$ cat src/rtl/key_press_ctrl_pkg.sv
// Shared definitions for the key press controller: state encoding,
// time-base constants and a small elaboration-time helper.
package key_press_ctrl_pkg;

   // Milliseconds per second; converts a clock frequency into cycles per ms.
   localparam int MS_PER_SEC = 1000;

   // State encoding of the press-classification FSM.
   localparam logic [1:0] ST_IDLE      = 2'd0;
   localparam logic [1:0] ST_PRESSED   = 2'd1;
   localparam logic [1:0] ST_LONG_HELD = 2'd2;

   typedef enum logic [1:0] {
      IDLE      = ST_IDLE,
      PRESSED   = ST_PRESSED,
      LONG_HELD = ST_LONG_HELD
   } kp_state_t;

   // Larger of two integers, used to size the ms counter.
   function automatic int max_int(input int a, input int b);
      return (a > b) ? a : b;
   endfunction

endpackage

$ cat src/rtl/key_press_ctrl_ms_tick_gen.sv
// Millisecond tick divider. Counts 0..DIV-1 while enabled and raises tick
// in the cycle before the wrap, so a consumer that samples tick on the
// next edge sees the k-th tick exactly at edge k*DIV-1 after a clear.
// The owner then registers its reaction, landing pulses on edge k*DIV.
module ms_tick_gen #(
   parameter int DIV = 2
) (
   input  logic clk,
   input  logic rst,
   input  logic clr,
   input  logic en,
   output logic tick
);

   localparam int CW = $clog2(DIV);
   localparam logic [CW-1:0] LAST = CW'(DIV - 1);
   localparam logic [CW-1:0] PRE  = CW'(DIV - 2);

   logic [CW-1:0] cnt_reg;

   // Divider counter: cleared on reset/clr, free-running modulo DIV when enabled.
   always_ff @(posedge clk) begin
      if (rst || clr) begin
         cnt_reg <= '0;
      end else if (en) begin
         if (cnt_reg == LAST) begin
            cnt_reg <= '0;
         end else begin
            cnt_reg <= cnt_reg + CW'(1);
         end
      end
   end

   assign tick = en && !clr && (cnt_reg == PRE);

endmodule

$ cat src/rtl/key_press_ctrl.sv
// Key press classifier: turns debounced key edges into short, long and
// auto-repeat pulses. Events are decided on the edge where the release or
// threshold is sampled and presented one cycle later through output
// registers, so every pulse and key_held come straight from flops.
module key_press_ctrl
   import key_press_ctrl_pkg::*;
#(
   parameter int CLK_FREQ_HZ = 50000000,
   parameter int LONG_MS     = 1000,
   parameter int REPEAT_MS   = 200
) (
   input  logic clk,
   input  logic rst,
   input  logic button_out,
   input  logic button_negedge,
   input  logic button_posedge,
   output logic short_press,
   output logic long_press,
   output logic repeat_press,
   output logic key_held
);

   localparam int N      = CLK_FREQ_HZ / MS_PER_SEC;
   localparam int MS_MAX = max_int(LONG_MS, REPEAT_MS);
   localparam int MSW    = $clog2(MS_MAX + 1);

   // Thresholds compared one tick early: reaching the count and the event
   // happen on the same edge.
   localparam logic [MSW-1:0] LONG_LAST = MSW'(LONG_MS - 1);
   localparam logic [MSW-1:0] REP_LAST  = MSW'(REPEAT_MS - 1);

   kp_state_t        state_reg, state_next;
   logic [MSW-1:0]   ms_cnt_reg, ms_cnt_next;
   logic             ms_tick;
   logic             div_clr;
   logic             key_release;
   logic             short_evt, long_evt, rep_evt;
   logic             short_evt_reg, long_evt_reg, rep_evt_reg;
   logic             short_press_reg, long_press_reg, repeat_press_reg;
   logic             key_held_reg;

   ms_tick_gen #(
      .DIV (N)
   ) u_ms_tick_gen (
      .clk  (clk),
      .rst  (rst),
      .clr  (div_clr),
      .en   (state_reg != IDLE),
      .tick (ms_tick)
   );

   // A release is either the debouncer's edge pulse or the level already high.
   assign key_release = button_posedge | button_out;

   // Next-state, ms counter and event decode; release beats any threshold.
   always_comb begin
      state_next  = state_reg;
      ms_cnt_next = ms_cnt_reg;
      short_evt   = 1'b0;
      long_evt    = 1'b0;
      rep_evt     = 1'b0;
      div_clr     = 1'b0;
      case (state_reg)
         IDLE: begin
            if (button_negedge) begin
               state_next  = PRESSED;
               ms_cnt_next = '0;
               div_clr     = 1'b1;
            end
         end
         PRESSED: begin
            if (key_release) begin
               state_next  = IDLE;
               ms_cnt_next = '0;
               short_evt   = 1'b1;
            end else if (ms_tick) begin
               if (ms_cnt_reg == LONG_LAST) begin
                  state_next  = LONG_HELD;
                  ms_cnt_next = '0;
                  long_evt    = 1'b1;
               end else begin
                  ms_cnt_next = ms_cnt_reg + MSW'(1);
               end
            end
         end
         LONG_HELD: begin
            if (key_release) begin
               state_next  = IDLE;
               ms_cnt_next = '0;
            end else if (ms_tick) begin
               if (ms_cnt_reg == REP_LAST) begin
                  ms_cnt_next = '0;
                  rep_evt     = 1'b1;
               end else begin
                  ms_cnt_next = ms_cnt_reg + MSW'(1);
               end
            end
         end
         default: begin
            state_next  = IDLE;
            ms_cnt_next = '0;
         end
      endcase
   end

   // State and ms counter registers.
   always_ff @(posedge clk) begin
      if (rst) begin
         state_reg  <= IDLE;
         ms_cnt_reg <= '0;
      end else begin
         state_reg  <= state_next;
         ms_cnt_reg <= ms_cnt_next;
      end
   end

   // Event capture followed by the output stage; reset drops any pending pulse.
   always_ff @(posedge clk) begin
      if (rst) begin
         short_evt_reg    <= 1'b0;
         long_evt_reg     <= 1'b0;
         rep_evt_reg      <= 1'b0;
         short_press_reg  <= 1'b0;
         long_press_reg   <= 1'b0;
         repeat_press_reg <= 1'b0;
         key_held_reg     <= 1'b0;
      end else begin
         short_evt_reg    <= short_evt;
         long_evt_reg     <= long_evt;
         rep_evt_reg      <= rep_evt;
         short_press_reg  <= short_evt_reg;
         long_press_reg   <= long_evt_reg;
         repeat_press_reg <= rep_evt_reg;
         key_held_reg     <= (state_reg != IDLE);
      end
   end

   assign short_press  = short_press_reg;
   assign long_press   = long_press_reg;
   assign repeat_press = repeat_press_reg;
   assign key_held     = key_held_reg;

endmodule

$ cat config.mk
export PLATFORM = sky130hd
export DESIGN_NAME = key_press_ctrl
export DESIGN_NICKNAME = d
export VERILOG_FILES = /design/src/rtl/key_press_ctrl_pkg.sv /design/src/rtl/key_press_ctrl_ms_tick_gen.sv /design/src/rtl/key_press_ctrl.sv
export SDC_FILE = /design/constraint.sdc
export NUM_CORES = 1
export LEC_CHECK = 0
export CORE_UTILIZATION = 33
export DETAILED_ROUTE_END_ITERATION = 10
export GPL_TIMING_DRIVEN = 0
export PLACE_DENSITY = 0.54
export RECOVER_POWER = 100
export SLEW_MARGIN = 20
export SYNTH_ARGS = -nofsm -noshare
export SYNTH_HDL_FRONTEND = slang
export SYNTH_HIERARCHICAL = 1
export SYNTH_SLANG_ARGS = --single-unit
$ cat constraint.sdc
create_clock -name clk -period 4.1 [get_ports clk]
set_input_delay 0.82 -clock clk [delete_from_list [all_inputs] [get_ports clk]]
set_output_delay 0.82 -clock clk [all_outputs]
set_load 0.005 [all_outputs]
After elaboration in Yosys (flattened, before gate mapping)
Index checks and enable logic that the tools add are counted.
{"block": "word_totals", "reg_bits": 35}
{"block": "classes", "n_bitwise": 4, "muxes": 20, "addsub": 2, "reduce_logical": 11, "eq_ne": 11}
{"operator": "$mux W10", "n": 7}
{"operator": "$eq A16 B16 Y1 const B", "n": 2}
{"operator": "$pmux W10 S3", "n": 1}
{"operator": "$add A16 B1 Y16 const B", "n": 1}
{"operator": "$mux W16", "n": 1}
{"operator": "$add A10 B1 Y10 const B", "n": 1}
{"operator": "$eq A10 B10 Y1 const B", "n": 1}
{"operator": "$eq A10 B8 Y1 const B", "n": 1}
{"operator": "$mux W2", "n": 5}
{"operator": "$ne A3 B3 Y1 const B", "n": 3}
{"operator": "$reduce_or A4 Y1", "n": 2}
{"operator": "$pmux W2 S3", "n": 1}
{"operator": "$mux W1", "n": 5}
{"operator": "$ne A2 B2 Y1 const B", "n": 2}
{"operator": "$reduce_and A4 Y1", "n": 1}
{"operator": "$not A1 Y1", "n": 3}
{"operator": "$reduce_and A3 Y1", "n": 1}
{"operator": "$eq A2 B1 Y1 const B", "n": 1}
{"operator": "$eq A2 B2 Y1 const B", "n": 1}
{"operator": "$logic_and A1 B1 Y1", "n": 2}
{"operator": "$logic_not A2 Y1", "n": 1}
{"operator": "$reduce_bool A2 Y1", "n": 1}
{"operator": "$reduce_or A2 Y1", "n": 1}
{"operator": "$logic_not A1 Y1", "n": 1}
{"operator": "2 further kinds", "n": 2}

Logic depth before layout (Yosys ltp)
Gate-level depths: netlist of run 1.
{"block": "logic_depth", "depth_word": 8, "ltp_mapped": 11, "depth_no_buf": 10}

By module
Netlist of run 1, hierarchy kept.
{"module": "key_press_ctrl", "seq_area_each_um2": 380.4, "cells_each": 111, "area_per_inst_um2": 1043.5, "n_inst": 1}
{"module": "ms_tick_gen", "seq_area_each_um2": 320.3, "cells_each": 88, "area_per_inst_um2": 790.8, "n_inst": 1}

Worst setup path after synthesis of run 1
No wires, ideal clock.
{"block": "synth_timing", "kind": "input port to flip-flop", "startpoint": "input port button_negedge", "endpoint": "register ms_cnt_reg[8]", "stages": 6, "required_time_ns": 3.974, "path_slack_ns": 1.887, "t_arrival_ns": 2.086, "n_path_buf": 0, "path_cell_list": "and2_1 -> nor4_1 -> o31a_1 -> nor3b_1 -> a31oi_1 -> o31ai_1"}
{"block": "synth_via", "elab_chain_len": 7, "word_cells_on_any_way": 9, "cone_classes": "3 x eq/ne; 2 x mux; 4 x reduce/logical"}
{"item": "from (decl)", "line_no": "key_press_ctrl.sv:15", "source": "input logic button_negedge,"}
{"item": "$mux W1 *", "line_no": "key_press_ctrl.sv:65", "source": "if (button_negedge) begin"}
{"item": "$mux W1 *", "line_no": "key_press_ctrl.sv:63", "source": "case (state_reg)"}
{"item": "$logic_not A1 Y1 *", "line_no": "key_press_ctrl_ms_tick_gen.sv:34", "source": "assign tick = en && !clr && (cnt_reg == PRE);"}
{"item": "$logic_and A1 B1 Y1 * (2 in a row)", "line_no": "key_press_ctrl_ms_tick_gen.sv:34"}
{"item": "net ms_tick", "line_no": "key_press_ctrl.sv:34", "source": "logic ms_tick;"}
{"item": "$ne A3 B3 Y1 (no source line)"}
{"item": "$reduce_and A3 Y1 (no source line) *"}
{"item": "to (signal assigned)", "line_no": "key_press_ctrl.sv:113", "source": "ms_cnt_reg <= ms_cnt_next;"}
{"item": "to (decl)", "line_no": "key_press_ctrl.sv:33", "source": "logic [MSW-1:0] ms_cnt_reg, ms_cnt_next;"}
Mark *: on every way through the listed nets, which the timed path passes. The rest lies on a longest branch.
A chain may end at the register's enable or synchronous reset.

Worst setup path after layout of run 1
{"block": "layout_timing", "startpoint": "register state_reg[0]", "endpoint": "register ms_cnt_reg[2]"}
{"block": "layout_via", "elab_chain_len": 7, "word_cells_on_any_way": 13, "cone_classes": "5 x eq/ne; 2 x mux; 6 x reduce/logical"}
{"item": "from (decl)", "line_no": "key_press_ctrl.sv:32", "source": "kp_state_t state_reg, state_next;"}
{"item": "from (signal assigned)", "line_no": "key_press_ctrl.sv:112", "source": "state_reg <= state_next;"}
{"item": "$logic_not A2 Y1", "line_no": "key_press_ctrl.sv:63"}
{"item": "$mux W1", "line_no": "key_press_ctrl.sv:63"}
{"item": "$logic_not A1 Y1", "line_no": "key_press_ctrl_ms_tick_gen.sv:34"}
{"item": "$logic_and A1 B1 Y1 * (2 in a row)", "line_no": "key_press_ctrl_ms_tick_gen.sv:34"}
{"item": "net ms_tick", "line_no": "key_press_ctrl.sv:34"}
{"item": "$ne A3 B3 Y1 (no source line)"}
{"item": "$reduce_and A3 Y1 (no source line) *"}
Marks and branches as above.

==> results.toml, run 1 <==
[status]
status = "complete, no violations"

[clock_tree]
cts_setup_buffers = 0
cts_buffers = 5
cts_tree = "done"
h-tree-depth = 2
cts_resized = 0
clk_pin_slew_ns = 0.07
cts_root_buf = "clkbuf_8"
clk_latency_ns = 0.29
cts_hold_buf = 0
cts_buffer_depth = 2
cts.sinks = 35

[sta]
grt_setup_unrepaired = "no"
clock.fmax_mhz = 337
finalWorstPathRequiredPeriod_ns = 2.97
worst_pin_slew_ns = 0.647
maxSlewViolCount = 0
slew_headroom = 0.564
period_share = 0.723
setup_viol = 0
clock_skew_ns = 0.0162
setup_tns_ns = 0
finalHoldViolations = 0

[worst_setup_path]
crit_start = "state_reg[0]$_SDFFE_PP0P_"
cp.required_ns = 4.26
rrSetupSlack_ns = 1.13
worstSetupPathType = "flop to flop"
rr_endpoint = "ms_cnt_reg[2]$_SDFFE_PP0P_"
crit_path_end_kind = "flop"
rr_startpoint = "state_reg[0]$_SDFFE_PP0P_"
critPathArrivalTime_ns = 3.13
reg2reg_depth = 10
path_max_fanout = 8
start_kind = "flop"

[power]
internal-power_uw = 566
p_seq_frac = 0.477
p_leak_nw = 0.645
ir_worst_vdd_uv = 149
combPwrFrac = 0.082
p_clk_frac = 0.441
p_sw_frac = 0.230
power_switching_uw = 169
p_per_area_nw_per_um2 = 354

[floorplan]
rows = 26
io_pins = 9
die_h_um = 76.6
die_area_um2 = 5860
core-area_um2 = 5240
die_w_um = 76.6
start_util = 0.350

[global_route]
grt_max_degree = 12
grt_first_pass_wirelength_mm = 6.18
antenna_found_initial = 0
overflow = 0
globalRouteTotalUtil = 0.133
grt_pass1_vias = 1287

[layout]
syn_to_final_growth_pct = 13.2
fin_nets = 225
largest_reg_flops = 16
drive_gt1_frac = 0.102
fill_cells = 538
finalInstanceArea_um2 = 2080
n_antenna_cell = 0

[min_path]
whs_path_depth = 1
worstHoldStart = "long_evt_reg$_SDFF_PP0_"
hp-class = "flop to flop"
whs_endpoint = "long_press$_SDFF_PP0_"

[logic_synthesis]
synthTopCellsByArea = "dfxtp_1 38%, xnor2_1 5.7%, nor2_1 4.7%"
syn_nets = 210
synth_edf_count = 0
synth_cell_types = 52
ys_warn_count = 6
synthArstFlopShare = 0
ys_seq_area_frac = 0.382
avgSynthCellArea_um2 = 9.22
synth_flop_cell = "dfxtp_1"
syn-instance-count = 199
synth_area_um2 = 1830
ys_ff_latch = 35
synth_top_area_cell = "dfxtp_1"
yosysTopAreaCellShare = 0.382

[route]
drtIter0Drc = 55
drc = 0
routed_wirelength_mm = 3.49
vias_per_cell = 5.05
drtPass1Iterations = 4
vias = 1438
wire_per_inst_um = 12.2
antenna_left = 0

[placement]
finalWeightedCongestion = 0.825
dpl_cell_area_um2 = 2000
dpl.hpwl_mm = 2.48
port_buffers = 8

[flow_run]
drv_cap = 0
==> per-layer routing <==
metal | share of wire | GRT usage | vias to the layer above | wire length (um)
met2 | 0.40 | 0.180 | 20 | 1380
li1 | - | - | 748 | -
met3 | 0.032 | 0.0455 | 6 | 113
met5 | 0 | 0 | - | 0
met4 | 0.021 | 0.0558 | 0 | 73
met1 | 0.55 | 0.189 | 664 | 1920
==> worst max-delay path, stage by stage (launching register included) <==
cell	delay, ns
dfxtp_1	0.37
inv_1	0.07
ha_1	0.25
inv_1	0.06
clkbuf_1	0.28
nand3_1	0.33
nor4_1	0.57
o31a_1	0.41
nor2_1	0.19
o21ai_0	0.21
o21ai_0	0.10
==> cell usage after synthesis, drive strengths merged, types with 3 or more instances <==
cell type / number
dfxtp: 35
o31ai: 5
nand3: 11
o22ai: 4
nand4: 9
nor4: 8
xnor2: 12
o21ai: 5
nand2: 12
buf: 3
nor2: 24
nor3: 6
a21oi: 9
a211oi: 5
inv: 12
ha: 6
nor2b: 3
xor2: 3
nand2b: 3
and3: 3
==> power groups by stage <==
stage               registers [mW]  logic (mW)  clock network [mW]
CTS                          0.351      0.0664               0.336
global placement             0.358      0.0660                   0
detailed placement           0.358      0.0661                   0
floorplan                    0.357      0.0483                   0
global route                 0.351      0.0690               0.356
finish                       0.350      0.0600               0.324
==> through the flow <==
| step | hold WS [ns] | setup slack, ns | utilization | power (mW) | std cells |
|---|---|---|---|---|---|
| floorplan | 0.414 | 1.89 | - | 0.406 | 199 |
| global placement | 0.419 | 1.13 | 0.382 | 0.425 | 277 |
| detailed placement | 0.425 | 1.12 | 0.382 | 0.424 | 277 |
| CTS | 0.443 | 1.40 | 0.405 | 0.753 | 285 |
| global route | 0.461 | 0.856 | 0.396 | 0.776 | 285 |
| finish | 0.437 | 1.13 | 0.396 | 0.735 | 285 |
==> layout by cell type, fill, tap and decap left out, types with 7 or more instances in the layout <==
cell type	instances
inv_1	12
a21oi_1	8
nand3_1	10
nor2_1	24
xnor2_1	12
nand2_1	11
nand4_1	8
nor4_1	7
dfxtp_1	35
==> area by class of cell <==
cell class              count  area, um2  area share
multi-input cells         148       1030       0.496
flip-flops and latches     35        701       0.338
well taps                  70       87.6      0.0422
clock buffers               6       82.6      0.0398
repair buffers              8       80.1      0.0386
inverters                  12       45.0      0.0217
clock inverters             2       35.0      0.0169
plain buffers               4       15.0     0.00723
==> worst max path at each step <==
| stage | endpoint | cells after the start | slack [ns] |
|---|---|---|---|
| floorplan | ms_cnt_reg[8]$_SDFFE_PP0P_ | 6 | 1.89 |
| global placement | ms_cnt_reg[2]$_SDFFE_PP0P_ | 7 | 1.13 |
| detailed placement | ms_cnt_reg[2]$_SDFFE_PP0P_ | 7 | 1.12 |
| CTS | ms_cnt_reg[2]$_SDFFE_PP0P_ | 7 | 1.40 |
| global route | ms_cnt_reg[2]$_SDFFE_PP0P_ | 10 | 0.86 |
| finish | ms_cnt_reg[2]$_SDFFE_PP0P_ | 10 | 1.13 |
==> kinds of logic after synthesis <==
| family | Yosys count | share of synthesized area |
|---|---|---|
| adder cells (fa/ha/maj) | 6 | 0.0409 |
| multiplexers | 1 | 0.00546 |
| AO/OA/AOI/OAI | 32 | 0.133 |
| AND/OR/NAND/NOR | 94 | 0.327 |
| flip-flops | 35 | 0.382 |
| XOR/XNOR | 15 | 0.0716 |
| buffers and inverters | 16 | 0.0396 |
Power figures use the tool's default switching activity.
==> run 2, diff against run 1 <==
- PLACE_DENSITY: 0.54 -> 0.56
- clock period: 4.1 -> 2.45 ns (I/O delays scaled with it)
==> run 2 against run 1 <==
Compared with the run above:
- flip-flop and latch count did not move
- via count decreased by 0.70%
- critical path type unchanged
- fmax is 32% higher
- register-to-register slack got worse by 0.93 ns
- first-iteration DRC count up 1.8%
- final cell count is 0.70% higher
- sequential power up 68%
==> results.toml, run 2 (synthesis gave the netlist of run 1 again) <==
[route]
routed_wirelength_mm = 3.54
antenna_left = 0
drtPass1Iterations = 4
drtIter0Drc = 56
drc = 0
vias = 1428
vias_per_cell = 4.98
wire_per_inst_um = 12.3

[worst_setup_path]
start_kind = "flop"
crit_path_end_kind = "flop"
rr_startpoint = "state_reg[0]$_SDFFE_PP0P_"
critPathArrivalTime_ns = 2.41
path_max_fanout = 8
cp.required_ns = 2.61
crit_start = "state_reg[0]$_SDFFE_PP0P_"
worstSetupPathType = "flop to flop"

[sta]
slew_headroom = 0.534
finalHoldViolations = 0
worst_pin_slew_ns = 0.691
grt_setup_unrepaired = "no"
clock.fmax_mhz = 445
setup_viol = 0
clock_skew_ns = 0.00595
period_share = 0.917
finalWorstPathRequiredPeriod_ns = 2.25
finalWorstSetupSlack_ns = 0.203
maxSlewViolCount = 0

[clock_tree]
h-tree-depth = 2
cts.sinks = 35
cts_buffer_depth = 2
clk_pin_slew_ns = 0.07
cts_root_buf = "clkbuf_8"
cts_buffers = 5
clk_latency_ns = 0.28
cts_tree = "done"

[min_path]
hp-class = "flop to flop"
worstHoldStart = "long_evt_reg$_SDFF_PP0_"

[global_route]
antenna_found_initial = 0
grt_pass1_vias = 1357
grt_first_pass_wirelength_mm = 6.14
globalRouteTotalUtil = 0.131
overflow = 0
grt_max_degree = 11

[floorplan]
die_w_um = 76.6
die_area_um2 = 5860
io_pins = 9
die_h_um = 76.6
start_util = 0.350
rows = 26
core-area_um2 = 5240

[layout]
n_antenna_cell = 0
largest_reg_flops = 16
fin_nets = 227
syn_to_final_growth_pct = 15.7
final_common_cell = "dfxtp_1"
stdcell_count = 287
layout.cells.most_common_list = "35 x dfxtp_1, 23 x nor2_1, 12 x inv_1, 12 x xnor2_1, 11 x nand2_1"
drive_gt1_frac = 0.138
utilization = 0.405

[placement]
finalWeightedCongestion = 0.819
dpl.hpwl_mm = 2.53
placed_cells = 277
place_ws_ns = -0.147
port_buffers = 8

[status]
status = "complete, no violations"

[power]
power_mw = 1.10
p_leak_nw = 0.668
p_per_area_nw_per_um2 = 517
ir_worst_vdd_uv = 158

[flow_run]
drv_cap = 0
==> run 2: cell count changes in the layout (fill, tap and decap cells not counted), sizes merged <==
cell    previous run  this run
buf                0         4
bufinv             1         0
clkbuf            10         9
==> run 2: worst paths after layout <==
check / to / slack, ns / cells after the start
worst min register to register: long_press$_SDFF_PP0_ / 0.44 / 1
worst min-delay path: long_press$_SDFF_PP0_ / 0.44 / 1
worst max-delay path: ms_cnt_reg[3]$_SDFFE_PP0P_ / 0.20 / 12
worst max register to register: ms_cnt_reg[3]$_SDFFE_PP0P_ / 0.20 / 12
==> run 2: repair_timing <==
action | in CTS | in global routing
setup endpoints to repair | 10 | 11
resized for setup | 1 | 5
cloned | 0 | 0
pin swaps | 0 | 2
hold buffers | 0 | 0
setup buffers | 0 | 2
==> run 2: per-stage QoR <==
stage | cell area (um2) | hold slack [ns] | TNS [ns]
after detailed placement | 2000 | 0.424 | -1.04
final | 2120 | 0.436 | 0
after global placement | 2000 | 0.419 | -1.20
after floorplan | 1830 | 0.414 | 0
after global routing | 2120 | 0.456 | 0
after CTS | 2090 | 0.441 | 0
==> run 2: layout make-up <==
class	instances	area [um2]
inverters	12	45.0
plain buffers	4	27.5
fillers	515	3120
clock inverters	1	5.00
flip-flops and latches	35	701
clock buffers	7	76.3
well taps	70	87.6
repair buffers	10	95.1
multi-input cells	148	1080
==> run 2: power by group <==
| part | leakage [nW] | internal (mW) | switching, mW |
|---|---|---|---|
| sequential | 0.283 | 0.578 | 0.00839 |
| combinational | 0.344 | 0.0479 | 0.0692 |
| clock | 0.0422 | 0.199 | 0.194 |
==> run 2: metal layers <==
| layer | GRT usage | vias up | wire (um) |
|---|---|---|---|
| met1 | 0.175 | 655 | 1840 |
| met2 | 0.192 | 17 | 1560 |
| met4 | 0.0615 | 0 | 55 |
| li1 | - | 751 | - |
| met5 | 0 | - | 0 |
| met3 | 0.0359 | 5 | 93 |
==> run 2: worst max-delay path, cell delays in order (launching register included) <==
cell	delay, ns
dfxtp_1	0.36
inv_1	0.07
ha_1	0.24
inv_1	0.07
buf_4	0.17
nand3_4	0.13
nor4_4	0.34
buf_4	0.17
o31a_1	0.11
buf_4	0.16
nor2_4	0.06
o21ai_1	0.16
o31ai_2	0.08
